**src/rtl/fetch_stage_pkg.sv**
```systemverilog
// rtl/fetch_stage_pkg.sv - shared constants, state encodings and IF/ID layout for the fetch stage
package fetch_stage_pkg;

  localparam logic [31:0] RESET_PC = 32'h0000_0000;
  localparam logic [31:0] NOP_INST = 32'h0000_0000;  // sll $0,$0,0

  localparam logic [1:0] FS_REQ  = 2'b00;
  localparam logic [1:0] FS_HOLD = 2'b01;
  localparam logic [1:0] FS_DROP = 2'b10;

  typedef enum logic [1:0] {
    S_REQ  = FS_REQ,
    S_HOLD = FS_HOLD,
    S_DROP = FS_DROP
  } fetch_state_t;

  typedef struct packed {
    logic [31:0] inst;
    logic [31:0] pc4;
    logic        valid;
  } ifid_t;

  localparam ifid_t IFID_BUBBLE = '{inst: NOP_INST, pc4: 32'h0, valid: 1'b0};

  function automatic logic [31:0] align_word(input logic [31:0] addr);
    return addr & ~32'h3;
  endfunction

endpackage

```
**src/rtl/fetch_stage_ifid_register.sv**
```systemverilog
// rtl/fetch_stage_ifid_register.sv - IF/ID pipeline register with load, flush and reset to bubble
module ifid_register
  import fetch_stage_pkg::*;
(
  input  logic        clock,
  input  logic        reset,
  input  logic        load,
  input  logic        flush,
  input  logic [64:0] d,
  output logic [64:0] q
);

  // Flush beats load so a redirect always leaves a bubble behind it.
  always_ff @(posedge clock or posedge reset) begin
    if (reset) begin
      q <= IFID_BUBBLE;
    end else if (flush) begin
      q <= IFID_BUBBLE;
    end else if (load) begin
      q <= d;
    end
  end

endmodule

```
**src/rtl/fetch_stage.sv**
```systemverilog
// rtl/fetch_stage.sv - PC, instruction-memory handshake FSM and skid buffer feeding IF/ID
module fetch_stage
  import fetch_stage_pkg::*;
(
  input  logic        clock,
  input  logic        reset,
  input  logic        Stall,
  input  logic        Redirect,
  input  logic [31:0] Redirect_Target,
  output logic        IM_Req,
  output logic [31:0] IM_Addr,
  input  logic        IM_Ack,
  input  logic [31:0] IM_Data,
  output logic [31:0] PR_IFID_Inst,
  output logic [31:0] PR_IFID_PC4,
  output logic        PR_IFID_Valid
);

  fetch_state_t state;
  logic [31:0]  pc;
  logic [31:0]  pc4;
  logic [31:0]  target;
  logic [31:0]  hold_inst;
  logic [31:0]  hold_pc4;
  logic         im_req;
  logic [31:0]  im_addr;

  logic         ifid_load;
  logic         ifid_flush;
  ifid_t        ifid_d;
  ifid_t        ifid_q;

  assign pc4    = pc + 32'd4;
  assign target = align_word(Redirect_Target);

  always_comb begin
    ifid_load  = 1'b0;
    ifid_flush = 1'b0;
    ifid_d     = '{inst: IM_Data, pc4: pc4, valid: 1'b1};
    if (Redirect) begin
      ifid_flush = 1'b1;
    end else begin
      case (state)
        S_REQ: begin
          if (!Stall) begin
            if (IM_Ack) ifid_load  = 1'b1;
            else        ifid_flush = 1'b1;
          end
        end
        S_HOLD: begin
          if (!Stall) begin
            ifid_load = 1'b1;
            ifid_d    = '{inst: hold_inst, pc4: hold_pc4, valid: 1'b1};
          end
        end
        default: ifid_flush = 1'b1;
      endcase
    end
  end

  always_ff @(posedge clock or posedge reset) begin
    if (reset) begin
      state     <= S_REQ;
      pc        <= RESET_PC;
      im_addr   <= RESET_PC;
      im_req    <= 1'b1;
      hold_inst <= 32'h0;
      hold_pc4  <= 32'h0;
    end else if (Redirect) begin
      pc        <= target;
      hold_inst <= 32'h0;
      hold_pc4  <= 32'h0;
      im_req    <= 1'b1;
      // An unacked request must complete at its original address before the target goes out.
      if (state == S_REQ && !IM_Ack) begin
        state <= S_DROP;
      end else begin
        state   <= S_REQ;
        im_addr <= target;
      end
    end else begin
      case (state)
        S_REQ: begin
          if (IM_Ack) begin
            pc      <= pc4;
            im_addr <= pc4;
            if (Stall) begin
              hold_inst <= IM_Data;
              hold_pc4  <= pc4;
              state     <= S_HOLD;
              im_req    <= 1'b0;
            end
          end
        end
        S_HOLD: begin
          if (!Stall) begin
            state  <= S_REQ;
            im_req <= 1'b1;
          end
        end
        S_DROP: begin
          if (IM_Ack) begin
            state   <= S_REQ;
            im_addr <= pc;
          end
        end
        default: begin
          state   <= S_REQ;
          im_req  <= 1'b1;
          im_addr <= pc;
        end
      endcase
    end
  end

  ifid_register u_ifid (
    .clock (clock),
    .reset (reset),
    .load  (ifid_load),
    .flush (ifid_flush),
    .d     (ifid_d),
    .q     (ifid_q)
  );

  assign IM_Req        = im_req;
  assign IM_Addr       = im_addr;
  assign PR_IFID_Inst  = ifid_q.inst;
  assign PR_IFID_PC4   = ifid_q.pc4;
  assign PR_IFID_Valid = ifid_q.valid;

endmodule

```
**config.mk**
```make
export PLATFORM = sky130hd
export DESIGN_NAME = fetch_stage
export DESIGN_NICKNAME = d
export VERILOG_FILES = /design/src/rtl/fetch_stage_pkg.sv /design/src/rtl/fetch_stage_ifid_register.sv /design/src/rtl/fetch_stage.sv
export SDC_FILE = /design/constraint.sdc
export NUM_CORES = 1
export LEC_CHECK = 0
export BUFFER_PORTS_ARGS = -buffer_cell sky130_fd_sc_hd__buf_2
export CAP_MARGIN = 20
export CORE_ASPECT_RATIO = 1.4
export CORE_MARGIN = 5
export CORE_UTILIZATION = 55
export CTS_CLUSTER_DIAMETER = 150
export DETAILED_ROUTE_END_ITERATION = 12
export PLACE_DENSITY = 0.79
export SLEW_MARGIN = 20
export SYNTH_ARGS = -nofsm -noshare
export SYNTH_HDL_FRONTEND = slang
export SYNTH_SLANG_ARGS = --single-unit
```
**constraint.sdc**
```tcl
create_clock -name clock -period 8.61 [get_ports clock]
set_clock_uncertainty 0.05 [all_clocks]
set_input_delay 1.2915 -clock clock [delete_from_list [all_inputs] [get_ports clock]]
set_output_delay 1.2915 -clock clock [all_outputs]
set_load 0.1 [all_outputs]
```
==> run metrics <==
setup tns final 0 ns; post-DR wirelength/cell 18.8 µm; Post-synth ARST share 100%; Clock Pin Slew Worst Setup and Hold Paths 0.07 ns; Worst VDD drop 143 µV; Ant. Diodes 0; Final Slew Violations 0; origin of the worst min-delay path hold_pc4[3]; RR Startpoint pc[2]; die height 165 µm; initial antenna violation count 3; pwr dens 236 nW/µm²; Clock Path Buffers 2; final hold vios 0; drc violations 0; number of global-route vias before repair 7968; total CTS buffers 17; worst-case hold path end point hold_pc4[3]; crit end category flip-flop; hold depth 2; Initial Util 55.3%; NumNets Final 1175; via count 8018; crit path time final 3.44 ns; gr usage total 26.3%; DRT Pass-1 Iters 5; crit-path max FO 42; io pins 167; Via density 5.92; clk sinks 191; Startpoint Class input pin; post-route ant nets 0; Max Cap Viol 0; crit share post-route 40.0%; Synth Flop Type dfrtp_1; metal3 WL 1640 µm; FF-to-FF path depth 6; top cells by area, synth dfrtp_1, nand2_1, o21ai_0; utilization after layout 63.1%; Data required, critical path 8.89 ns; cell area after synthesis 9500 µm²; register area share after synthesis 50.3%; HP Class reg -> reg; Worst-Margin Slew 0.992 ns; CTS Root Buffer Type clkbuf_16; count of cell types in the netlist 62; commonest non-fill, non-tap cell in the layout nand2_1; met2 wire len 13200 µm; Synth Warn # 0; post-CTS setup buffer count 0; port bufs 164; # setup viols final 0; max frequency 290 MHz; post-synthesis area per instance 9.46 µm²; H-tree levels 4; die area 20000 µm²; EDFF count, synth 0; CTS tree built; leak pwr 0.00507 µW; RSZ-0062 raised after global routing no; first-pass GRT wire length 41500 µm; type of the worst setup path in -> reg; core area 17200 µm²; status complete, no violations; most frequent cells in the layout nand2_1, dfrtp_1, buf_2, o21ai_0; register bit total from synthesis 191; cts hold-fix bufs 0; Metal-1 WL 9740 µm; Yosys top cell area share 50.1%; DP Wirelength 16800 µm; number of DRC markers in iteration 0 965; leading area contributor after synthesis dfrtp_1; worst r2r dst pc[28]; Final GP Congestion 0.905; largest net degree at the start of global routing 114; Data arrival, critical path 3.72 ns; Skew-Pair Late Insertion Delay 0.44 ns; Post-CTS Resized 0; Slew HR 33.5%; R2R setup slack 5.53 ns; GRT overflow 0; fraction of layout cells with a size suffix above 1 22.5%; syn_nets 1074; num rows 57; Layout area overhead 14.1%; Mapped Cells 1004; top routing layer used met5; Total Wirelength 25400 µm; Die Wd 121 µm
-- logic make-up (layout without fill, tap and decap cells) --
kind of cell | Yosys count | in the layout | synth area share [%]
AOI/OAI and AO/OA | 207 | 207 | 14.1
xor gates and xnor gates | 61 | 61 | 5.63
adders and majority gates | 1 | 1 | 0.132
buffers and inverters | 102 | 216 | 5.84
DFF | 191 | 191 | 50.3
muxes | 19 | 19 | 2.17
and+or+nand+nor | 423 | 423 | 21.8
-- Yosys cell counts (2+ instances only) --
cell,n
buf_4,4
mux2i_1,6
a22o_1,7
a32oi_1,2
buf_1,9
nand3_1,52
and2_1,10
a22oi_1,52
clkbuf_8,8
a211oi_1,5
or4_4,2
and4_1,4
inv_1,8
clkbuf_1,59
o21ai_1,6
a21o_1,2
mux2_2,13
nor4_4,3
nand2_1,206
buf_6,6
or4_1,2
o211ai_1,8
nor2_1,46
nor3_4,2
dfrtp_1,190
xnor2_1,47
or3_1,4
nand4_1,41
nor4_1,10
o31ai_1,14
or2_2,2
o21ai_0,83
buf_2,6
a21oi_1,6
xor2_1,14
a41oi_1,6
nor3_1,18
nand3_2,2
nand4_4,2
a31oi_1,8
and3_1,8
-- state kept, by name, indices dropped and copies added (netlist names) --
signal and count:
IM_Addr 31, IM_Req 1, hold_inst 32, hold_pc4 31, pc 30, state 2
u_ifid.q 64
-- how the worst max path moves through the flow --
stage	startpoint	endpoint	slack, ns	cells after the start
floorplan	reset	IM_Addr[10]	2.07	1
global placement	Stall	u_ifid.q[5]	4.69	6
detailed placement	Stall	u_ifid.q[5]	4.69	6
CTS	Stall	u_ifid.q[5]	5.15	6
global route	Stall	u_ifid.q[5]	5.02	6
finish	Stall	u_ifid.q[5]	5.17	6
-- worst max-delay path, cell delays in order --
cell	delay, ns
buf_2	0.36
nand2b_1	0.33
nor3_2	0.78
buf_4	0.58
o21ai_0	0.17
a22o_1	0.19
-- routing by layer --
layer	vias to the layer above	global-route usage, %
met5	-	0
met2	313	45.8
met4	6	11.4
met1	3910	31.4
met3	53	5.45
li1	3736	-
-- area by class of cell --
cell class	count	area, µm²
inverter	8	37.5
clock buffer	18	429
tap	236	295
multi-input combinational	711	4200
fill	1482	6350
timing repair buffer	176	915
sequential	191	4780
clock inverter	14	180
-- report_power, final --
part,switching (µW),internal [µW]
combinational,551,135
clock,362,462
sequential,73.1,978
total,986,1570
-- per-stage QoR --
stage	power, µW	cells	setup WS, ns	instance area (µm²)	hold WS [ns]
3_5_place_dp	1750	1322	4.69	10200	0.405
2_1_floorplan	1620	1004	2.07	9500	0.389
5_1_grt	2660	1354	5.02	10800	0.437
3_3_place_gp	1740	1322	4.69	10200	0.399
4_1_cts	2570	1354	5.15	10800	0.420
6_report	2560	1354	5.17	10800	0.416
(Power assumes the default switching activity.)
